## src/rtl/tm_pkg.sv

```systemverilog
// Shared definitions for the TM-style 7-segment bus receiver.
package tm_pkg;

    // Display RAM size used by the receiver unless overridden.
    localparam int unsigned DEF_NUM_DIGITS = 9;

    // Command class, taken from bits [7:6] of the first byte of a frame.
    localparam logic [1:0] CMD_DATA = 2'b01;
    localparam logic [1:0] CMD_DISP = 2'b10;
    localparam logic [1:0] CMD_ADDR = 2'b11;

    // Bit of a data command that selects fixed addressing (1) or auto-increment (0).
    localparam int unsigned FIXED_BIT = 2;

    typedef enum logic [1:0] {
        StIdle = 2'd0,
        StCmd  = 2'd1,
        StData = 2'd2,
        StSkip = 2'd3
    } state_t;

endpackage

```

## src/rtl/tm_sync.sv

```systemverilog
// Multi-flop synchronizer with rising/falling edge pulses on the synchronized value.
// All flops reset to 1 so an idle bus produces no edges after reset.
module tm_sync #(
    parameter int unsigned STAGES = 2
) (
    input  logic clk,
    input  logic rst,
    input  logic din,
    output logic dout,
    output logic rise,
    output logic fall
);

    // stg_q[STAGES-1] is the synchronized level; stg_q[STAGES] is its previous value.
    logic [STAGES:0] stg_q;

    // Shift the asynchronous input through the synchronizer chain
    always_ff @(posedge clk or negedge rst) begin
        if (!rst) begin
            stg_q <= '1;
        end else begin
            stg_q <= {stg_q[STAGES-1:0], din};
        end
    end

    assign dout = stg_q[STAGES-1];
    assign rise = stg_q[STAGES-1] & ~stg_q[STAGES];
    assign fall = ~stg_q[STAGES-1] & stg_q[STAGES];

endmodule

```

## src/rtl/tm_7seg9_rx.sv

```systemverilog
// Receiver for a two-wire TM-style display bus: decodes data, display-control and
// address commands and maintains the digit segment RAM and brightness/enable registers.
module tm_7seg9_rx
    import tm_pkg::*;
#(
    parameter int unsigned NUM_DIGITS  = DEF_NUM_DIGITS,
    parameter int unsigned SYNC_STAGES = 2
) (
    input  logic                    clk,
    input  logic                    rst,
    input  logic                    tm_clk,
    input  logic                    tm_din,
    output logic [8*NUM_DIGITS-1:0] led_data_packed,
    output logic [2:0]              level,
    output logic                    on,
    output logic                    frame_done,
    output logic                    err
);

    logic clk_s, clk_rise, clk_fall;
    logic din_s, din_rise, din_fall;
    logic start, stop;

    state_t     state_q;
    logic [2:0] bit_cnt_q;
    logic [7:0] shreg_q;
    logic       bit_q;
    logic       pend_q;
    logic       byte_rdy_q;
    logic [3:0] addr_q;
    logic       fixed_q;

    tm_sync #(
        .STAGES (SYNC_STAGES)
    ) u_sync_clk (
        .clk  (clk),
        .rst  (rst),
        .din  (tm_clk),
        .dout (clk_s),
        .rise (clk_rise),
        .fall (clk_fall)
    );

    tm_sync #(
        .STAGES (SYNC_STAGES)
    ) u_sync_din (
        .clk  (clk),
        .rst  (rst),
        .din  (tm_din),
        .dout (din_s),
        .rise (din_rise),
        .fall (din_fall)
    );

    assign start = din_fall & clk_s;
    assign stop  = din_rise & clk_s;

    // Frame FSM: bit assembly, command decode, RAM and control register updates.
    // A bit is sampled on tm_clk rise but only committed on the following fall: the
    // clock rise that precedes a STOP must not be counted as a data bit.
    always_ff @(posedge clk or negedge rst) begin
        if (!rst) begin
            state_q         <= StIdle;
            bit_cnt_q       <= '0;
            shreg_q         <= '0;
            bit_q           <= 1'b0;
            pend_q          <= 1'b0;
            byte_rdy_q      <= 1'b0;
            addr_q          <= '0;
            fixed_q         <= 1'b0;
            led_data_packed <= '0;
            level           <= '0;
            on              <= 1'b0;
            frame_done      <= 1'b0;
            err             <= 1'b0;
        end else begin
            frame_done <= 1'b0;
            err        <= 1'b0;
            byte_rdy_q <= 1'b0;
            if (stop) begin
                state_q    <= StIdle;
                bit_cnt_q  <= '0;
                pend_q     <= 1'b0;
                frame_done <= 1'b1;
                if (bit_cnt_q != 3'd0) begin
                    err <= 1'b1;
                end
            end else if (start) begin
                // Restart discards any partial byte silently.
                state_q   <= StCmd;
                bit_cnt_q <= '0;
                pend_q    <= 1'b0;
            end else begin
                if (clk_rise && state_q != StIdle) begin
                    bit_q  <= din_s;
                    pend_q <= 1'b1;
                end
                if (clk_fall && pend_q) begin
                    pend_q    <= 1'b0;
                    shreg_q   <= {bit_q, shreg_q[7:1]};
                    bit_cnt_q <= bit_cnt_q + 3'd1;
                    if (bit_cnt_q == 3'd7) begin
                        byte_rdy_q <= 1'b1;
                    end
                end
                if (byte_rdy_q) begin
                    unique case (state_q)
                        StCmd: begin
                            case (shreg_q[7:6])
                                CMD_DATA: begin
                                    fixed_q <= shreg_q[FIXED_BIT];
                                    state_q <= StSkip;
                                end
                                CMD_DISP: begin
                                    on      <= shreg_q[3];
                                    level   <= shreg_q[2:0];
                                    state_q <= StSkip;
                                end
                                CMD_ADDR: begin
                                    addr_q  <= shreg_q[3:0];
                                    state_q <= StData;
                                end
                                default: begin
                                    err     <= 1'b1;
                                    state_q <= StSkip;
                                end
                            endcase
                        end
                        StData: begin
                            // Addresses beyond the RAM simply match no digit.
                            for (int i = 0; i < NUM_DIGITS; i++) begin
                                if (int'(addr_q) == i) begin
                                    led_data_packed[8*i +: 8] <= shreg_q;
                                end
                            end
                            if (!fixed_q) begin
                                addr_q <= addr_q + 4'd1;
                            end
                        end
                        StSkip: begin
                            err <= 1'b1;
                        end
                        StIdle: begin
                        end
                    endcase
                end
            end
        end
    end

endmodule

```

## config.mk

```make
export PLATFORM = sky130hd
export DESIGN_NAME = tm_7seg9_rx
export DESIGN_NICKNAME = d
export VERILOG_FILES = /design/src/rtl/tm_pkg.sv /design/src/rtl/tm_sync.sv /design/src/rtl/tm_7seg9_rx.sv
export SDC_FILE = /design/constraint.sdc
export NUM_CORES = 1
export LEC_CHECK = 0
export CAP_MARGIN = 5
export CORE_ASPECT_RATIO = 0.9
export CORE_MARGIN = 2
export CORE_UTILIZATION = 35
export DETAILED_ROUTE_END_ITERATION = 10
export GPL_TIMING_DRIVEN = 0
export SKIP_CTS_REPAIR_TIMING = 1
export SLEW_MARGIN = 40
export SYNTH_ARGS = -nofsm -noshare
export SYNTH_HDL_FRONTEND = slang
export SYNTH_SLANG_ARGS = --single-unit
```

## constraint.sdc

```tcl
create_clock -name clk -period 6.2 [get_ports clk]
set_clock_uncertainty 0.15 [all_clocks]
set_input_delay 1.55 -clock clk [delete_from_list [all_inputs] [get_ports clk]]
set_output_delay 1.55 -clock clk [all_outputs]
set_load 0.005 [all_outputs]
```

# Word level (Yosys, flattened, before mapping)
# Cells that the tools add are included.
[word_totals] input_bits=4 out_inout_bits=78 reg_bits=105
[classes] n_eq_ne=17 bitwise_logic=12 n_addsub=2 muxes=26 n_reduce_logical=26
[op_table] cell="$reduce_and 5->1" n=11
[op_table] cell="$eq 4x4->1 const B" n=5
[op_table] cell="$mux 1" n=15
[op_table] cell="$reduce_bool 3->1" n=4
[op_table] cell="$mux 3" n=3
[op_table] cell="$eq 2x2->1 const B" n=4
[op_table] cell="$eq 4x3->1 const B" n=2
[op_table] cell="$mux 2" n=4
[op_table] cell="$mux 4" n=2
[op_table] cell="$pmux 4 s2" n=1
[op_table] cell="$and 1x1->1" n=6
[op_table] cell="$not 1->1" n=6
[op_table] cell="$reduce_and 3->1" n=2
[op_table] cell="$reduce_and 6->1" n=1
[op_table] cell="$add 4x1->4 const B" n=1
[op_table] cell="$eq 2x1->1 const B" n=2
[op_table] cell="$eq 4x2->1 const B" n=1
[op_table] cell="$logic_not 4->1" n=1
[op_table] cell="$ne 2x2->1 const B" n=2
[op_table] cell="$reduce_bool 2->1" n=2
[op_table] cell="$reduce_bool 4->1" n=1
[op_table] cell="$add 3x1->3 const B" n=1
[op_table] cell="$eq 3x3->1 const B" n=1
[op_table] cell="$reduce_or 3->1" n=1
[op_table] cell="3 further kinds" n=4

# Depth between registers and ports, before layout
# Gate-level depths: netlist of run 1.
[depth] word_depth=7 ltp_mapped=6 depth_no_buf=5

# Modules after synthesis
# A second synthesis of run 1 with hierarchy kept.
[unflattened] cells_unflattened=294 hier_area_um2=4276.6
[modules_own_cells] mod="tm_7seg9_rx" cells_each=284 instances=1 area_per_inst_um2=4088.9 seq_area_each_um2=2477.4
[modules_own_cells] mod="tm_sync" cells_each=5 instances=2 area_per_inst_um2=93.8 seq_area_each_um2=78.8

# Least setup slack after synthesis of run 1
# No wires, ideal clock.
[synth_path] path_kind="register to output" startpoint="register led_data_packed[0]" endpoint="output led_data_packed[0]" arrival_ps=359 path_buffers=0 required_time_ps=4500 path_stages_with_launch=1 slack_ps=4141 cell_sequence="dfrtp_1"
[synth_rtl] item="start, declared" line_no="tm_7seg9_rx.sv:13" text="output logic [8*NUM_DIGITS-1:0] led_data_packed,"
[synth_rtl] item="start signal, assigned by index" line_no="tm_7seg9_rx.sv:133" text="led_data_packed[8*i +: 8] <= shreg_q;"
# No word-level cell between the ends.

# Worst setup path in the final report of run 1
[layout_path] startpoint="register led_data_packed[61]" endpoint="output led_data_packed[61]"
# No word-level cell between the ends.

==> results of run 1 <==
-- routing by layer --
layer	vias to the layer above	global-route usage
li1	1218	-
met1	1349	0.205
met2	62	0.233
met3	12	0.0397
met4	0	0.0473
met5	-	0
-- how the worst min path moves through the flow --
stage | endpoint | slack [ps] | cells after the start
6_report | u_sync_din.stg_q[1]$_DFF_PN1_ | 210 | 0
5_1_grt | u_sync_din.stg_q[1]$_DFF_PN1_ | 210 | 0
4_1_cts | u_sync_din.stg_q[1]$_DFF_PN1_ | 210 | 0
3_5_place_dp | u_sync_din.stg_q[1]$_DFF_PN1_ | 200 | 0
3_3_place_gp | u_sync_clk.stg_q[1]$_DFF_PN1_ | 200 | 0
2_1_floorplan | u_sync_clk.stg_q[1]$_DFF_PN1_ | 200 | 0
-- sequential cells by signal, summed over array words and instances, names as in the netlist --
name / count
level: 3
bit_cnt_q: 3
frame_done: 1
u_sync_clk.stg_q: 3
err: 1
bit_q: 1
u_sync_din.stg_q: 3
state_q: 2
led_data_packed: 72
shreg_q: 8
byte_rdy_q: 1
on: 1
addr_q: 4
fixed_q: 1
pend_q: 1
-- cells in the mapped netlist (2+ instances only) --
cell                       count  share of area
sky130_fd_sc_hd__nand3_1       3         0.0035
sky130_fd_sc_hd__nand4_2       4          0.012
sky130_fd_sc_hd__nand2_1      12          0.011
sky130_fd_sc_hd__o22a_1        3         0.0061
sky130_fd_sc_hd__a31oi_1       2         0.0029
sky130_fd_sc_hd__dfrtp_1      99           0.58
sky130_fd_sc_hd__nor3_4        5          0.019
sky130_fd_sc_hd__ha_1          7          0.020
sky130_fd_sc_hd__nand4b_1      3         0.0061
sky130_fd_sc_hd__buf_2         3         0.0035
sky130_fd_sc_hd__dfstp_2       6          0.037
sky130_fd_sc_hd__nor2_1        8         0.0070
sky130_fd_sc_hd__inv_1        11         0.0097
sky130_fd_sc_hd__clkbuf_1      9         0.0079
sky130_fd_sc_hd__o21ai_0      10          0.012
sky130_fd_sc_hd__o22ai_1       2         0.0029
sky130_fd_sc_hd__a21oi_1       4         0.0047
sky130_fd_sc_hd__mux2_2       85           0.22
sky130_fd_sc_hd__nor2b_1       2         0.0029
-- power by group through the flow --
stage / logic [mW] / clock network, mW / registers, mW
after floorplan: 0.0497 / 0 / 0.727
after global placement: 0.0962 / 0 / 0.731
after detailed placement: 0.102 / 0 / 0.731
after CTS: 0.102 / 0.548 / 0.718
after global routing: 0.109 / 0.574 / 0.721
final: 0.0983 / 0.535 / 0.719
-- metrics by stage --
step	util	hold slack, ps	TNS (ps)
final	0.467	207	0
after global routing	0.467	212	0
after CTS	0.467	208	0
after detailed placement	0.444	197	0
after global placement	0.441	197	-55380
after floorplan	-	195	0
-- layout make-up --
cell class / instances / area (µm²)
plain buffers: 13 / 53.8
clock buffers: 10 / 239
clock inverters: 5 / 38.8
fillers: 1099 / 6390
inverters: 11 / 41.3
multi-input cells: 163 / 1540
flip-flops and latches: 105 / 2640
well taps: 160 / 200
repair buffers: 82 / 843
-- kinds of logic after synthesis --
family                     Yosys count
and+or+nand+nor                     43
xor gates and xnor gates             1
buffers and inverters               24
muxes                               86
DFF                                105
adders and majority gates            7
AOI/OAI and AO/OA                   26
==> qor.tcl, run 1 <==
set qor(status) {finished clean}
set qor(globalRoute.totalOverflow) 0
set qor(grt_start_max_net_pins) 67
set qor(grt_setup_unrepaired) {false}
set qor(slew_headroom) 0.511
set qor(synth-simple-area-share) 0.0744
set qor(delay_heaviest_family_cp) {buffers and inverters}
set qor(wl_met2_um) 4390
set qor(drt_drc_violations_left) 0
set qor(detailedPlacementHpwl_um) 6400
set qor(synth-seq-cells) 105
set qor(detailedRoute.firstPassIterationCount) 4
set qor(groute.usage.overall) 0.150
set qor(mappedNetlistArea_um2) 4270
set qor(synth_top_family_by_area) {multiplexers}
set qor(highest-signal-layer) {met4}
set qor(worst_r2r_startpoint) {u_sync_din.stg_q[2]$_DFF_PN1_}
set qor(crit_arrival_ps) 1220
set qor(met3_length_um) 505
set qor(start_util) 0.357
set qor(synth-adder-area-share) 0.0205
set qor(ys_types) 33
set qor(worstReg2RegEnd) {led_data_packed[14]$_DFFE_PN0P_}
set qor(coreArea_um2) 12000
set qor(placement_rows) 38
set qor(cell_internal_pwr_mw) 1.01
set qor(syn_inst) 292
set qor(most-common-layout-cells) {99 x sky130_fd_sc_hd__dfrtp_1, 85 x sky130_fd_sc_hd__mux2_2, 80 x sky130_fd_sc_hd__clkdlybuf4s50_1}
set qor(fin_crit_ps) 2920
set qor(setup.worst_path.start) {led_data_packed[61]$_DFFE_PN0P_}
set qor(total_switching_power_mw) 0.337
set qor(cts_root_buffer) {sky130_fd_sc_hd__clkbuf_16}
set qor(hold_path_startpoint) {u_sync_din.stg_q[0]$_DFF_PN1_}
set qor(route.detailed.wl_per_inst_um) 17.2
set qor(p_clk_frac) 0.396
set qor(p_total_mw) 1.35
set qor(critical-path-slowest-cell) {sky130_fd_sc_hd__clkdlybuf4s50_1}
set qor(post_synth.cell_area_avg_um2) 14.6
set qor(synthesis.nets) 303
set qor(layout_commonest_cell) {sky130_fd_sc_hd__dfrtp_1}
set qor(power_frac_seq) 0.532
set qor(critPathBufInv) 1
set qor(postSynth.asyncResetShare) 1.00
set qor(reg2reg_setup_slack_ps) 3970
set qor(worstPathCellList) {clkdlybuf4s50_1}
set qor(clkSlewWorstSetupHoldPaths_ps) 70
set qor(timing.setup.critical_path_class) {reg2out}
set qor(synth-warning-count) 0
set qor(total_power_per_unit_cell_area_nw_per_um2) 242
set qor(finalWirelength_um) 9430
set qor(post_synth_xor_area_fraction) 0.00205
set qor(clock_tree_from_tritoncts) {yes}
set qor(hold_viol_final) 0
set qor(ios) 82
set qor(finish.cell_count_without_fillers) 549
set qor(comb_power_share) 0.073
set qor(n_antenna_cell) 0
set qor(power_leakage_nw) 2.60
set qor(max-cap-violations) 0
set qor(proportion_of_total_power_due_to_net_switching) 0.249
set qor(synth_edf_count) 0
set qor(grt_antenna_before_repair) 0
set qor(placedInstanceArea_um2) 5320
set qor(cts-buffers-inserted) 9
set qor(via_count_of_the_first_global_routing_pass) 2731
set qor(timing.critical_path.fanout_max) 2
set qor(ant_nets) 0
set qor(dp_worst_setup_slack_ps) 3620
set qor(report.final.setup_viol) 0
set qor(maxClockFrequency_mhz) 342
set qor(die_x_um) 120
set qor(final_area_um2) 5600
set qor(wp_depth) 1
set qor(drt-vias-per-instance) 4.81
set qor(worstSkewPairLatency_ps) 340
set qor(vias_after_detailed_routing) 2641
set qor(finalWorstSetupSlack_ps) 3280
set qor(growth_of_design_area_from_synthesis_to_finish_pct) 30.9
set qor(synth_compound_area_frac) 0.0381
set qor(yosysSeqAreaShare) 0.617
set qor(timing.critical_path.to) {led_data_packed[61]}
set qor(drt-met1-wl_um) 4410
set qor(port_buffers) 81
set qor(drv_slew) 0
set qor(grt_pass1_wl_um) 15000
set qor(yosys-mux-area-fraction) 0.226
set qor(required_ps) 4500
set qor(clock_sinks) 105
set qor(critical-path-max-stage-delay_ps) 510
set qor(worstSetupStartpointType) {flop}
set qor(yosys_most_used_dff) {sky130_fd_sc_hd__dfrtp_1}
set qor(tightest_slew_ps) 734
set qor(fin_nets) 396
set qor(finalWeightedCongestion) 0.771
set qor(chipHeight_um) 109
set qor(ctsLongestPathBuffers) 2
set qor(htree_levels) 3
set qor(timing.hold.worst.class) {reg2reg}
set qor(drt_first_iter_violations) 96
set qor(end_kind) {primary output}
set qor(rr_worst_depth) 4
set qor(vdd_ir_drop_max_mv) 0.158
set qor(die-area_um2) 13100
set qor(timing.final.crit_share) 0.471
set qor(final_layout_size_suffix_gt1_frac) 0.316
set qor(placedCellCount) 534
(Power assumes the default switching activity.)
==> run 2: changes to the inputs <==
clock period = 2.55 ns   (was 6.2 ns; I/O delays follow)
==> results of run 2 <==
Same layout as run 1 (identical final DEF). Status: finished clean.
Main changes from that run: setup slack after placement 3620 ps -> 321 ps; setup slack after layout 3280 ps -> 316 ps; hold slack 207 ps -> 20.9 ps; start point of the critical path led_data_packed[61]$_DFFE_PN0P_ -> u_sync_din.stg_q[2]$_DFF_PN1_; end point of the critical path led_data_packed[61] -> led_data_packed[14]$_DFFE_PN0P_; register-to-register setup slack 3970 ps -> 320 ps; total power 1.35 mW -> 3.29 mW; worst IR drop on VDD 0.158 mV -> 0.383 mV
==> run 3: changes to the inputs <==
GPL_TIMING_DRIVEN = 1   (was 0)
MAX_ROUTING_LAYER = met4   (was default)
==> qor.tcl, run 3 (same netlist as run 1, synthesis figures left out) <==
set qor(worst_r2r_startpoint) {u_sync_din.stg_q[2]$_DFF_PN1_}
set qor(hold_viol_final) 0 ;# unchanged
set qor(drt_drc_violations_left) 0 ;# unchanged
set qor(drt_first_iter_violations) 113 ;# +18%
set qor(detailedPlacementHpwl_um) 6230 ;# -2.6%
set qor(finalWeightedCongestion) 0.784 ;# +1.7%
set qor(tightest_slew_ps) 706 ;# -28.3 ps
set qor(htree_levels) 3 ;# unchanged
set qor(final.hold.worst_slack_ps) 185
set qor(worstSetupStartpointType) {flop}
set qor(start_util) 0.357 ;# unchanged
set qor(timing.setup.critical_path_class) {reg2reg}
set qor(power_leakage_nw) 2.59 ;# -0.58%
set qor(timing.hold.worst.class) {in2async}
set qor(layout.core_utilization) 0.464 ;# -0.00303
set qor(timing.critical_path.fanout_max) 8
set qor(grt_start_max_net_pins) 56 ;# -16%
set qor(fin_nets) 390 ;# -1.5%
set qor(most-common-layout-cells) {99 x sky130_fd_sc_hd__dfrtp_1, 85 x sky130_fd_sc_hd__mux2_2, 80 x sky130_fd_sc_hd__clkdlybuf4s50_1}
set qor(n_fill_cell) 1090 ;# -0.82%
set qor(reg2reg_setup_slack_ps) 350
set qor(detailedRoute.firstPassIterationCount) 4 ;# unchanged
set qor(drv_slew) 0 ;# unchanged
set qor(ant_nets) 0 ;# unchanged
set qor(vdd_ir_drop_max_mv) 0.342
set qor(setup_tns_ps) 0 ;# unchanged
set qor(finalWorstSetupSlack_ps) 349
set qor(cts_root_buffer) {sky130_fd_sc_hd__clkbuf_16}
set qor(grt_antenna_before_repair) 0 ;# unchanged
set qor(crit_arrival_ps) 2280
set qor(globalRoute.totalOverflow) 0 ;# unchanged
set qor(clock_tree_from_tritoncts) {yes}
set qor(status) {finished clean}
set qor(delay_heaviest_family_cp) {flip-flops}
set qor(maxClockFrequency_mhz) 454
set qor(worstReg2RegEnd) {led_data_packed[5]$_DFFE_PN0P_}
set qor(grt_setup_unrepaired) {false}
set qor(reg_top3) {led_data_packed (72), shreg_q (8), addr_q (4)}
set qor(critPathBufInv) 0
set qor(placedCellCount) 528 ;# -1.1%
set qor(chipHeight_um) 109 ;# unchanged
set qor(worstSkewPairLatency_ps) 340 ;# about the same
set qor(route.detailed.wl_per_inst_um) 17.1 ;# -0.50%
set qor(grt_pass1_wl_um) 14800 ;# -0.97%
set qor(vias_after_detailed_routing) 2648 ;# +0.27%
set qor(critical-path-slowest-cell) {sky130_fd_sc_hd__dfstp_2}
set qor(via_count_of_the_first_global_routing_pass) 2709 ;# -0.81%
set qor(clock_sinks) 105 ;# unchanged
set qor(total_power_per_unit_cell_area_nw_per_um2) 582
set qor(fin_crit_ps) 2200
set qor(drt-vias-per-instance) 4.87 ;# +1.2%
set qor(placement_rows) 38 ;# unchanged
set qor(finalWirelength_um) 9290 ;# -1.4%
set qor(ctsLongestPathBuffers) 2 ;# unchanged
set qor(largest_reg_flops) 72 ;# unchanged
set qor(die-area_um2) 13100 ;# unchanged
set qor(critical-path-max-stage-delay_ps) 560
set qor(final_layout_size_suffix_gt1_frac) 0.320 ;# +0.00412
set qor(finish.cell_count_without_fillers) 544 ;# -0.91%
set qor(end_kind) {flop}
set qor(clkSlewWorstSetupHoldPaths_ps) 70 ;# about the same
set qor(max-cap-violations) 0 ;# unchanged
set qor(groute.usage.overall) 0.153 ;# +0.00297
set qor(slew_headroom) 0.530 ;# +0.0189
set qor(largest_register) {led_data_packed}
set qor(die_x_um) 120 ;# unchanged
set qor(timing.final.crit_share) 0.863
set qor(port_buffers) 81 ;# unchanged
set qor(cts-buffers-inserted) 9 ;# unchanged
set qor(coreArea_um2) 12000 ;# unchanged
set qor(layout_commonest_cell) {sky130_fd_sc_hd__dfrtp_1}
set qor(report.final.setup_viol) 0 ;# unchanged
set qor(growth_of_design_area_from_synthesis_to_finish_pct) 30.1
set qor(n_antenna_cell) 0 ;# unchanged
set qor(dp_worst_setup_slack_ps) 345
set qor(rr_worst_depth) 4 ;# unchanged
set qor(worstPathCellList) {xnor2_1 > o21ai_2 > nor3_4 > mux2_2}
set qor(required_ps) 2630
set qor(ios) 82 ;# unchanged
==> run 3: cell count changes in the layout (fill, tap and decap cells not counted), sizes merged <==
cell	before	now
clkbuf	20	13
buf	5	9
inv	13	11
==> run 3: area by class of cell <==
class                   count  area [µm²]  area share
well taps                 160         200      0.0360
flip-flops and latches    105        2640       0.474
clock buffers              13         240      0.0432
multi-input cells         163        1540       0.278
clock inverters             3        17.5     0.00315
repair buffers             89         881       0.158
inverters                  11        41.3     0.00743
==> run 3: how the worst max path moves through the flow <==
stage / start / end / cells past startpoint
after global routing: u_sync_din.stg_q[2]$_DFF_PN1_ / led_data_packed[24]$_DFFE_PN0P_ / 4
final: u_sync_din.stg_q[2]$_DFF_PN1_ / led_data_packed[5]$_DFFE_PN0P_ / 4
after global placement: u_sync_din.stg_q[1]$_DFF_PN1_ / led_data_packed[3]$_DFFE_PN0P_ / 4
after detailed placement: u_sync_din.stg_q[2]$_DFF_PN1_ / led_data_packed[5]$_DFFE_PN0P_ / 4
after floorplan: u_sync_din.stg_q[2]$_DFF_PN1_ / led_data_packed[24]$_DFFE_PN0P_ / 4
after CTS: u_sync_din.stg_q[2]$_DFF_PN1_ / led_data_packed[5]$_DFFE_PN0P_ / 4
==> run 3: report_power, final <==
part / internal [mW] / switching [mW] / total (mW) / leakage (nW)
logic: 0.0769 / 0.119 / 0.196 / 1.03
registers: 1.71 / 0.0876 / 1.79 / 1.43
clock network: 0.661 / 0.584 / 1.24 / 0.124
==> run 3: worst reg2reg max path, cell delays in order (launching register included) <==
cell	delay (ps)
sky130_fd_sc_hd__dfstp_2	560
sky130_fd_sc_hd__xnor2_1	220
sky130_fd_sc_hd__o21ai_2	260
sky130_fd_sc_hd__nor3_4	500
sky130_fd_sc_hd__mux2_2	400
==> run 3: per-stage QoR <==
step,instance area (µm²),total power [mW]
finish,5560,3.24
global route,5560,3.36
CTS,5560,3.28
detailed placement,5300,2.03
global placement,5300,2.03
floorplan,4270,1.89
==> run 3: routing by layer <==
layer  track usage  wire [µm]  vias to the layer above  share of wire
li1              -          -                     1201              -
met1         0.200       4270                     1373           0.46
met2         0.236       4460                       64           0.48
met3        0.0356        451                       10          0.049
met4        0.0498        116                        0          0.012
met5             -          0                        -              0
==> patch, RTL diff (flow settings as in run 1) <==
Change the package constant `DEF_NUM_DIGITS` from 9 to 11.
--- a/src/rtl/tm_pkg.sv
+++ b/src/rtl/tm_pkg.sv
@@ -4,3 +4,3 @@
     // Display RAM size used by the receiver unless overridden.
-    localparam int unsigned DEF_NUM_DIGITS = 9;
+    localparam int unsigned DEF_NUM_DIGITS = 11;
 
Ports: changed (resized led_data_packed); port bits go from 82 to 98. The function was not compared with the original's and may differ.
==> patch against run 1 <==
- maximum frequency shrank 2.9%
- cell count is 15% higher
- final area is 21% higher
- worst setup slack got worse by 87 ps
- non-clock buffer count increased by 23
- sequential power rose by 14%
- worst hold slack got worse by 0.58 ps
- utilization is 2.1 points higher
- total power increased by 44%
- routed wire length up 22%
- synthesized area is 15% higher
- sequential cell count increased by 16
==> patch: results <==
metrics = {
    "sta": {
        "timing.final.ws_setup_ps": 3190,
        "slew-limit-headroom_pct": 45.06,
    },
    "logic_synthesis": {
        "syn-num-nets": 338,
        "synth-seq-area-share_pct": 61.89,
        "netlist_top_cells_count": "dfrtp_1 (115), mux2_2 (101), clkbuf_1 (11), inv_1 (11)",
    },
    "grt": {
        "grt_max_degree": 66,
        "grt.total_usage_pct": 16.60,
        "use_met3_pct": 8.154,
        "gr-usage-met1_pct": 22.32,
        "grt_pass1_wl_um": 18440,
    },
    "routing": {
        "drt-met1-wl_um": 5333,
        "num_vias": 3091,
        "first_iter_violations": 114,
        "route.met2.wl_um": 5013,
    },
    "run_status": {
        "outcome": "completed",
    },
    "critical_path": {
        "cp.arrival_ps": 1310,
        "rr_worst_depth": 5,
        "cp_slowest_stage_delay_ps": 530,
    },
    "clocking": {
        "cts_made_buffers": 17,
        "clk_latency_ps": 410,
        "htreeDepth": 4,
        "path_clk_slew_ps": 50,
    },
    "power_and_ir_drop": {
        "switching_share_pct": 20.95,
        "p_seq_share_pct": 41.9,
    },
    "cells_and_area": {
        "fin_nets": 455,
    },
}
patch: changes by cell type after synthesis, sizes merged, moves of 4 or more:
cell	before	now
buf	3	9
nor3	5	1
nand2	12	3
mux2	85	101
dfrtp	99	115
a21oi	4	8
patch: cell families after synthesis:
kind of cell               after synthesis  share of synthesized area (%)
and+or+nand+nor                         38                          5.638
xor gates and xnor gates                 1                         0.3317
buffers and inverters                   31                          3.342
AOI/OAI and AO/OA                       27                          3.622
DFF                                    121                          61.89
adders and majority gates                7                          1.786
muxes                                  102                          23.39
patch: final cells by class:
class                   instances  area (um2)  area share [%]
clock buffers                  25       495.5           7.333
well taps                     172       215.2           3.185
plain buffers                  20       122.6           1.815
clock inverters                 7       137.6           2.037
multi-input cells             175        1705           25.24
inverters                      11       41.29          0.6111
repair buffers                 98        1003           14.85
flip-flops and latches        121        3035           44.93
patch: through the flow:
| step | total power, mW | cells | utilization [%] |
|---|---|---|---|
| finish | 1.951 | 629 | 48.78 |
| global route | 2.025 | 629 | 48.78 |
| CTS | 1.971 | 629 | 48.78 |
| detailed placement | 0.9152 | 597 | 44.21 |
| global placement | 0.9087 | 596 | 43.97 |
| floorplan | 0.8659 | 327 | - |
patch: how the worst min path moves through the flow:
stage / from / to / depth (start not counted)
finish: u_sync_clk.stg_q[0] / u_sync_clk.stg_q[1] / 0
global route: u_sync_clk.stg_q[0] / u_sync_clk.stg_q[1] / 0
CTS: u_sync_din.stg_q[0] / u_sync_din.stg_q[1] / 0
detailed placement: u_sync_din.stg_q[0] / u_sync_din.stg_q[1] / 0
global placement: u_sync_clk.stg_q[0] / u_sync_clk.stg_q[1] / 0
floorplan: u_sync_clk.stg_q[0] / u_sync_clk.stg_q[1] / 0
